$ cat src/rtl/ct_lsu_spsram_512x7_ctrl.sv
// ct_lsu_spsram_512x7_ctrl: clears a single-port SRAM after reset, then issues handshaked reads/writes as active-low macro cycles.
// Optional CT_SPSRAM_CTRL_RDATA_FLOP_EN registers read data, which adds one cycle of response latency.
`default_nettype none

module ct_lsu_spsram_512x7_ctrl #(
  parameter int                    ADDR_WIDTH = 9,
  parameter int                    DATA_WIDTH = 7,
  parameter logic [DATA_WIDTH-1:0] INIT_VALUE = '0
) (
  input  logic                  forever_cpuclk,
  input  logic                  cpurst_b,
  input  logic                  init_req,
  input  logic                  req_vld,
  input  logic                  req_wr,
  input  logic [ADDR_WIDTH-1:0] req_addr,
  input  logic [DATA_WIDTH-1:0] req_wdata,
  input  logic [DATA_WIDTH-1:0] req_bwe,
  output logic                  req_rdy,
  output logic                  rsp_vld,
  output logic [DATA_WIDTH-1:0] rsp_rdata,
  output logic                  init_done,
  output logic                  sram_cen,
  output logic                  sram_gwen,
  output logic [DATA_WIDTH-1:0] sram_wen,
  output logic [ADDR_WIDTH-1:0] sram_a,
  output logic [DATA_WIDTH-1:0] sram_d,
  input  logic [DATA_WIDTH-1:0] sram_q
);

  localparam logic [1:0] ST_IDLE  = 2'd0;
  localparam logic [1:0] ST_INIT  = 2'd1;
  localparam logic [1:0] ST_READY = 2'd2;

  localparam logic [ADDR_WIDTH:0] CNT_LAST = {1'b0, {ADDR_WIDTH{1'b1}}};

  logic [1:0]          state_q, state_d;
  logic [ADDR_WIDTH:0] cnt_q, cnt_d;
  logic                init_done_q, init_done_d;
  logic                rd_vld_q, rd_vld_d;
  logic                accept;

  assign req_rdy   = (state_q == ST_READY) && !init_req;
  assign accept    = req_rdy && req_vld;
  assign rd_vld_d  = accept && !req_wr;
  assign init_done = init_done_q;

  always_comb begin
    state_d     = state_q;
    cnt_d       = cnt_q;
    init_done_d = init_done_q;
    case (state_q)
      ST_IDLE: begin
        state_d     = ST_INIT;
        cnt_d       = '0;
        init_done_d = 1'b0;
      end
      ST_INIT: begin
        if (cnt_q == CNT_LAST) begin
          state_d     = ST_READY;
          cnt_d       = '0;
          init_done_d = 1'b1;
        end else begin
          cnt_d = cnt_q + 1'b1;
        end
      end
      ST_READY: begin
        if (init_req) begin
          state_d     = ST_INIT;
          cnt_d       = '0;
          init_done_d = 1'b0;
        end
      end
      default: begin
        state_d     = ST_IDLE;
        cnt_d       = '0;
        init_done_d = 1'b0;
      end
    endcase
  end

  // Macro pins are purely combinational so an async reset idles them at once.
  always_comb begin
    sram_cen  = 1'b1;
    sram_gwen = 1'b1;
    sram_wen  = '1;
    sram_a    = '0;
    sram_d    = '0;
    if (state_q == ST_INIT) begin
      sram_cen  = 1'b0;
      sram_gwen = 1'b0;
      sram_wen  = '0;
      sram_a    = cnt_q[ADDR_WIDTH-1:0];
      sram_d    = INIT_VALUE;
    end else if (accept) begin
      sram_cen = 1'b0;
      sram_a   = req_addr;
      if (req_wr) begin
        sram_gwen = 1'b0;
        sram_wen  = ~req_bwe;
        sram_d    = req_wdata;
      end
    end
  end

  always_ff @(posedge forever_cpuclk or negedge cpurst_b) begin
    if (!cpurst_b) begin
      state_q     <= ST_IDLE;
      cnt_q       <= '0;
      init_done_q <= 1'b0;
      rd_vld_q    <= 1'b0;
    end else begin
      state_q     <= state_d;
      cnt_q       <= cnt_d;
      init_done_q <= init_done_d;
      rd_vld_q    <= rd_vld_d;
    end
  end

`ifdef CT_SPSRAM_CTRL_RDATA_FLOP_EN
  logic                  rsp_vld_q;
  logic [DATA_WIDTH-1:0] rsp_rdata_q;

  always_ff @(posedge forever_cpuclk or negedge cpurst_b) begin
    if (!cpurst_b) begin
      rsp_vld_q   <= 1'b0;
      rsp_rdata_q <= '0;
    end else begin
      rsp_vld_q   <= rd_vld_q;
      rsp_rdata_q <= rd_vld_q ? sram_q : '0;
    end
  end

  assign rsp_vld   = rsp_vld_q;
  assign rsp_rdata = rsp_rdata_q;
`else
  assign rsp_vld   = rd_vld_q;
  assign rsp_rdata = rd_vld_q ? sram_q : '0;
`endif

endmodule

`default_nettype wire

$ cat config.mk
export PLATFORM = sky130hd
export DESIGN_NAME = ct_lsu_spsram_512x7_ctrl
export DESIGN_NICKNAME = d
export VERILOG_FILES = /design/src/rtl/ct_lsu_spsram_512x7_ctrl.sv
export SDC_FILE = /design/constraint.sdc
export NUM_CORES = 1
export LEC_CHECK = 0
export ABC_AREA = 0
export BUFFER_PORTS_ARGS = -buffer_cell sky130_fd_sc_hd__buf_4
export CAP_MARGIN = 0
export CELL_PAD_IN_SITES_DETAIL_PLACEMENT = 0
export CELL_PAD_IN_SITES_GLOBAL_PLACEMENT = 2
export CORE_MARGIN = 2
export CORE_UTILIZATION = 18
export DETAILED_ROUTE_END_ITERATION = 10
export HOLD_SLACK_MARGIN = 0.02
export PLACE_DENSITY_LB_ADDON = 0.1
export SETUP_SLACK_MARGIN = 0.05
export SYNTH_ARGS = -nofsm -noshare
export SYNTH_HDL_FRONTEND = slang
export SYNTH_SLANG_ARGS = --single-unit
$ cat constraint.sdc
create_clock -name forever_cpuclk -period 1.4 [get_ports forever_cpuclk]
set_input_delay 0.28 -clock forever_cpuclk [delete_from_list [all_inputs] [get_ports forever_cpuclk]]
set_output_delay 0.28 -clock forever_cpuclk [all_outputs]
set_load 0.03 [all_outputs]
# After elaboration in Yosys (flattened, before gate mapping)

Cells that the tools add are included.

Register bits: 14
Output and inout port bits: 35
Logic and storage cells: 41

Add/sub/neg operators: 1
Bitwise operators: 1
Mux-type cells: 23
Reduce and logical (&&, ||, !) cells: 7
Eq/ne operators: 5

Operators by type and width:

| kind                                                                   | number |
|---|---|
| 7-bit two-way mux                                                      | 7 |
| 10-bit two-way mux                                                     | 2 |
| 10-bit one-hot mux with 2 select lines                                 | 1 |
| 9-bit two-way mux                                                      | 2 |
| 10-bit by 1-bit adder with 10-bit output, second input constant        | 1 |
| 10-bit by 9-bit equality test with 1-bit output, second input constant | 1 |
| 1-bit two-way mux                                                      | 7 |
| 7-bit inverter                                                         | 1 |
| 2-bit one-hot mux with 3 select lines                                  | 1 |
| 2-bit two-way mux                                                      | 2 |
| 2-bit inequality test, second input constant                           | 2 |
| 1-bit logical AND                                                      | 3 |
| 2-bit by 1-bit equality test with 1-bit output, second input constant  | 1 |
| 2-bit equality test, second input constant                             | 1 |
| 1-bit zero test                                                        | 2 |
| 2-bit zero test                                                        | 1 |
| 1-bit one-hot mux with 2 select lines                                  | 1 |
| 2-bit AND reduction                                                    | 1 |

# Depth between registers and ports, before layout

Gate-level depths: netlist of run 1.

Depth in word-level cells: 5
Depth in mapped cells: 6
Gate-level depth less buffers: 5

# Worst setup path before layout of run 1

Ideal clock, no wire load.

Kind: reg2out
Start point: register state_q[1]
End point: output port sram_a[5]
Path slack: -471 ps
Arrival time: 1,591 ps
Cell stages (with the launch flop): 6
Data required time: 1,120 ps
Cells stage by stage: dfrtp_1 > nor3b_4 > and2_1 > buf_4 > nand2_1 > o21ai_0

Longest elaborated chain between the ends: 5

Ends and longest elaborated chain:

| item                   | RTL line | source |
|---|---|---|
| start, declared        | 36       | `logic [1:0] state_q, state_d;` |
| start signal, assigned | 112      | `state_q <= state_d;` |
| 2-bit equality test    | 42       | `assign req_rdy = (state_q == ST_READY) && !init_req;` |
| 1-bit logical AND      | 42       |  |
| 1-bit logical AND      | 43       | `assign accept = req_rdy && req_vld;` |
| 9-bit two-way mux      | 94       | `end else if (accept) begin` |
| 9-bit two-way mux *    | 88       | `if (state_q == ST_INIT) begin` |
| end, declared          | 25       | `output logic [ADDR_WIDTH-1:0] sram_a,` |

Mark *: on every way between the ends. The rest lies on a longest branch, timed or not.

# Worst setup path after layout of run 1

Start point: register state_q[0]
End point: output port sram_wen[6]

Longest elaborated chain between the ends: 5

Ends and longest elaborated chain:

| item                | RTL line | source |
|---|---|---|
| 2-bit equality test | 42       |  |
| 1-bit logical AND   | 42       |  |
| 1-bit logical AND   | 43       |  |
| 7-bit two-way mux   | 94       |  |
| 7-bit two-way mux * | 88       |  |
| end, declared       | 24       | `output logic [DATA_WIDTH-1:0] sram_wen,` |

Marked as above.

==> impl_metrics.ini, run 1 <==
[outcome]
outcome = finished, violations left
violations = setup timing

[layout]
multiInputGateArea_um2 = 772
diodes = 0
drive_above_1_share_pct = 70.9
nNetsFinal = 236
area_delta_synth_final_pct = 127
fillCellCount = 488
ff_latch_area_um2 = 327
instances_no_fill = 269

[yosys]
yosysMostFrequentCell = and2_1
synthXorXnorAreaFrac_pct = 1.88
avgSynthCellArea_um2 = 8.63
synthMuxAreaShare_pct = 1.21
synth.top_cell.area_share_pct = 34.9
synthAdderAreaFrac_pct = 1.34
yosys.area.top_type = dfrtp_1
synth-compound-area-share_pct = 24.0
ys_top_cells_by_count = and2_1 (15), dfrtp_1 (13), a21oi_1 (10), a22o_1 (10)
synthFlopType = dfrtp_1
yosysUniqueCellTypes = 33
syn_nets = 144
synthTopCellsByArea = dfrtp_1 (35%), and2_1 (10%), a22o_1 (9.4%)
synth_top_family_by_area = simple AND/OR/NAND/NOR gates
syn_inst = 108
yosysWarnings = 0
synthArstFlopShare_pct = 100
synth_edf_count = 0
ys_seq_area_share_pct = 34.9
yosys.area_share.simple_pct = 31.5
ys_seq_elements = 13
syn-cell-area_um2 = 932

[critical_path]
ff2ff_setup_slack_ns = 0.01
worst_path_largest_cell_delay_ns = 0.42
worstSetupStartpointType = flip-flop
path_cells = nor3b_4, and3_4, buf_12, a21oi_2, buf_6
worstSetupPathType = flip-flop to output pin
crit_arrival_ns = 1.50
crit_slowest_cell = dfrtp_1
endpoint = sram_wen[6]
worstPathMaxFanout = 8
reg2reg_depth = 5
end_kind = output pin
setup.worst_path.start = state_q[0]
crit_required_ns = 1.12
worst_r2r_endpoint = cnt_q[7]
crit-reg2reg-launch = state_q[1]

[clock_network]
clock_sinks = 13
htree_levels = 1
numCtsBuffers = 3
cts.path.max_buffers = 2
insertion_delay_ns = 0.24
cts-root-buf = clkbuf_8
clk_pin_slew_worst_paths_ns = 0.06
tritoncts = built

[sta]
relSlewSlack_pct = 82.4
setup_slack_ns = -0.379
finalCritPeriodShare_pct = 127
fin_skew_ns = 0.00460
fin_crit_ns = 1.78
setup_tns_ns = -8.72
worst_pin_slew_ns = 0.265
final-setup-viol-count = 26
rsz0062_at_grt = yes
final_max_slew_viol_count = 0
hold_violations = 0
fmax_mhz = 562
fin_hold_ws_ns = 0.195

[grt]
grt_antenna_before_repair = 0
grt_max_degree = 15
grt_pass1_vias = 1226
gr-total-overflow = 0
grt_use_total_pct = 12.5
grt_pass1_wl_mm = 5.89

[place]
port_buffers = 69
routabilityCongestion = 0.730
post-dp-hpwl_mm = 2.74
placed_cells = 261

[floorplanning]
fp.dieH_um = 76.0
core_area_um2 = 5040
initial_core_util_pct = 18.5
die_area_um2 = 5770
io_pins = 70
rows = 26
die_x_um = 76.0

[min_path]
hp-class = primary input to flip-flop
hold_depth = 2

[power_and_ir_drop]
p_sw_mw = 0.167
switching_share_pct = 20.8
total_power_mw = 0.806
power_frac_seq_pct = 46.6
clock_power_share_pct = 42.1
intPower_mw = 0.639
p_leak_nw = 0.970
cellPowerDensity_nw_per_um2 = 380
p_comb_share_pct = 11.2
ir_drop_uv = 211

[job]
maxCapViolCount = 0

[route]
wirelength_mm = 3.59
drt_iter0_drc = 19
drtAntennaViolNets = 0
wl_per_cell_um = 13.4
first_pass_iters = 4
vias = 1156
drc_errors = 0
via_per_inst = 4.30
## what timing repair did
action | in CTS | in global routing
cloned | 1 | 0
hold endpoints to repair | 13 | 0
setup endpoints to repair | 35 | 37
pin swaps | 11 | 13
hold buffers | 1 | 0
gates resized for setup | 38 | 12
setup buffers | 1 | 1
## flip-flops by register name, summed over array words and instances, names as in the netlist
name / cells
rsp_vld: 1
cnt_q: 10
state_q: 2
## worst max-delay path, delay by kind of cell, from the launching register on
kind / cells / cell delay (ns)
flip-flops: 1 / 0.42
AO/OA/AOI/OAI: 1 / 0.06
buffers and inverters: 2 / 0.27
AND/OR/NAND/NOR: 2 / 0.50
## through the flow
stage          setup WS [ns]  cell area [µm²]  utilization, %
6_report              -0.379             2120            42.0
5_1_grt               -0.447             2120            42.0
4_1_cts               -0.401             2080            41.3
3_5_place_dp          -0.200             1840            36.6
3_3_place_gp          -0.173             1840            36.6
2_1_floorplan         -0.255             1090               -
## cell usage in the layout (no fill, tap or decap), types with 3 or more instances in the layout
cell	count
nor2_2	3
and2_4	3
o21ai_1	4
a22o_4	8
nand2_1	8
and2_2	5
and2_1	7
clkbuf_8	3
buf_6	28
buf_4	60
nor2_1	5
a21oi_1	3
a21oi_2	6
dfrtp_1	12
buf_12	4
## worst min-delay path by stage
| stage | slack, ns | endpoint | start |
|---|---|---|---|
| 4_1_cts | 0.19 | rsp_vld | req_wr |
| 5_1_grt | 0.21 | rsp_vld | req_wr |
| 3_5_place_dp | 0.14 | cnt_q[1] | cpurst_b |
| 2_1_floorplan | -0.02 | cnt_q[0] | cpurst_b |
| 6_report | 0.19 | rsp_vld | req_wr |
| 3_3_place_gp | 0.14 | cnt_q[1] | cpurst_b |
## power by group through the flow
stage               combinational (mW)  sequential, mW  clock (mW)
global route                    0.0991           0.376       0.363
floorplan                      0.00130           0.383           0
detailed placement              0.0888           0.383           0
CTS                             0.0926           0.376       0.351
finish                          0.0906           0.376       0.340
global placement                0.0863           0.383           0
## routing by layer
metal | GRT usage, % | part of all wire [%] | wire [µm] | vias to the layer above
li1 | - | - | - | 566
met1 | 14.2 | 42 | 1510 | 552
met2 | 23.0 | 51 | 1850 | 36
met3 | 3.45 | 6.0 | 214 | 2
met4 | 3.45 | 0.53 | 19 | 0
met5 | 0 | 0 | 0 | -
## cell type report
class	instances	area share (%)
timing repair buffer	94	41.6
multi-input combinational	86	36.4
sequential	13	15.4
tap	70	4.13
clock buffer	4	2.13
inverter	2	0.354
## cell families (layout without fill, tap and decap cells)
group                      after synthesis  count (layout)
adders and majority gates                1               1
muxes                                    1               1
and+or+nand+nor                         49              49
AOI/OAI and AO/OA                       33              33
buffers and inverters                    9             100
xor gates and xnor gates                 2               2
DFF                                     13              13
No activity file was read; power rests on OpenSTA's default activity.
==> run 2, diff against run 1 <==
Settings changed: PLACE_DENSITY set to 0.86, PLACE_DENSITY_LB_ADDON 0.1 to unset.
==> run 2 against run 1 <==
Effect of this change:
- the run still ends with setup timing left
- worst hold slack got worse by 0.0034 ns
- global-route usage decreased by 0.74 points
- fmax rose by 0.23%
- design area up 2.9%
- clock power is 3% higher
- clock skew shrank 0.0018 ns
- count of clock-buffer cells in the layout shrank 1
- cell count is 1.9% higher
- wire length fell by 1.7%
- largest cell class unchanged
- highest routed layer unchanged
==> impl_metrics.ini, run 2 (same netlist as run 1, synthesis figures left out) <==
[grt]
grt_pass1_wl_mm = 5.52
grt_antenna_before_repair = 0
grt_pass1_vias = 1166
gr-total-overflow = 0
grt_use_total_pct = 11.8
grt_max_degree = 15

[power_and_ir_drop]
switching_share_pct = 22.1
p_comb_share_pct = 10.9
power_frac_seq_pct = 46.2
ir_drop_uv = 215
total_power_mw = 0.814
p_sw_mw = 0.180
intPower_mw = 0.635
p_leak_nw = 0.996
cellPowerDensity_nw_per_um2 = 373
clock_power_share_pct = 43.0

[floorplanning]
io_pins = 70
initial_core_util_pct = 18.5
fp.dieH_um = 76.0
rows = 26
die_x_um = 76.0
die_area_um2 = 5770
core_area_um2 = 5040

[sta]
hold_violations = 0
setup_slack_ns = -0.375
final_max_slew_viol_count = 0
finalCritPeriodShare_pct = 127
fin_skew_ns = 0.00279
rsz0062_at_grt = yes
fmax_mhz = 563
fin_crit_ns = 1.78
setup_tns_ns = -8.88
fin_hold_ws_ns = 0.191
worst_pin_slew_ns = 0.270
relSlewSlack_pct = 82.0
final-setup-viol-count = 29

[critical_path]
worstSetupStartpointType = flip-flop
reg2reg_depth = 7
setup.worst_path.start = state_q[0]
worstSetupPathType = flip-flop to output pin
crit_required_ns = 1.12
worst_r2r_endpoint = cnt_q[7]
end_kind = output pin
crit-reg2reg-launch = state_q[1]
crit_arrival_ns = 1.50
ff2ff_setup_slack_ns = -0.11
worstPathMaxFanout = 8

[place]
post-dp-hpwl_mm = 2.49
place_ws_ns = -0.186
port_buffers = 69
routabilityCongestion = 0.726

[clock_network]
insertion_delay_ns = 0.25
clock_sinks = 13
cts.path.max_buffers = 2
cts-root-buf = clkbuf_8
htree_levels = 1
clk_pin_slew_worst_paths_ns = 0.06
numCtsBuffers = 3
tritoncts = built

[min_path]
hp-class = primary input to flip-flop
whs_endpoint = rsp_vld
hold_depth = 2
min_from = req_wr

[route]
wirelength_mm = 3.53
drt_iter0_drc = 15
via_per_inst = 4.28
first_pass_iters = 4
drc_errors = 0
drtAntennaViolNets = 0
wl_per_cell_um = 12.9
vias = 1174

[layout]
diodes = 0
ff_latch_area_um2 = 327
fillCellCount = 512
mostFrequentLayoutCells = buf_4 (61), buf_6 (30), dfrtp_1 (12), nand2_1 (9), a22o_4 (8)
final_common_cell = buf_4
largest_register_ffs = 10
nNetsFinal = 241
largest_register = cnt_q
area_delta_synth_final_pct = 134
multiInputGateArea_um2 = 767
drive_above_1_share_pct = 70.6

[job]
maxCapViolCount = 0

[outcome]
outcome = finished, violations left
violations = setup timing
==> run 2: what timing repair did <==
| item | 4_1_cts | 5_1_grt |
|---|---|---|
| hold endpoints to repair | 13 | 0 |
| resized for setup | 34 | 15 |
| hold buffers | 1 | 0 |
| pin swaps | 7 | 12 |
| setup endpoints to repair | 35 | 33 |
| buffers inserted | 2 | 7 |
| cloned | 0 | 1 |
==> run 2: final cells by class <==
class                   instances  area share [%]
repair buffers                 99            43.4
clock buffers                   3            1.89
well taps                      70            4.02
clock inverters                 1           0.229
multi-input cells              86            35.2
flip-flops and latches         13            15.0
inverters                       2           0.344
==> run 2: per-stage QoR <==
step / utilization (%) / cells / cell area (µm²)
floorplan: - / 108 / 1090
global placement: 36.5 / 259 / 1840
detailed placement: 36.5 / 259 / 1840
CTS: 40.8 / 266 / 2060
global route: 43.3 / 274 / 2180
finish: 43.3 / 274 / 2180
==> run 2: routing by layer <==
layer / wire (µm) / track usage (%)
met1: 1440 / 13.2
met2: 1940 / 22.8
met3: 87 / 0.714
met4: 63 / 5.27
met5: 0 / 0
==> run 2: worst max-delay path: stages (launching register included) <==
cell	delay, ns
dfrtp_1	0.41
nor3b_4	0.23
and3_4	0.28
buf_12	0.14
a21oi_2	0.06
buf_6	0.13
==> run 2: worst max path at each step <==
stage	depth (start not counted)	endpoint	slack (ns)
4_1_cts	5	sram_wen[4]	-0.40
6_report	5	sram_wen[4]	-0.38
3_5_place_dp	6	sram_a[5]	-0.19
3_3_place_gp	6	sram_a[5]	-0.15
2_1_floorplan	4	sram_d[4]	-0.25
5_1_grt	5	sram_wen[2]	-0.47
==> run 2: power groups by stage <==
| stage | clock network, mW | logic, mW | registers [mW] |
|---|---|---|---|
| after CTS | 0.365 | 0.0895 | 0.376 |
| after detailed placement | 0 | 0.0866 | 0.383 |
| after global placement | 0 | 0.0852 | 0.383 |
| after global routing | 0.376 | 0.0960 | 0.375 |
| final | 0.350 | 0.0885 | 0.376 |
| after floorplan | 0 | 0.00130 | 0.383 |
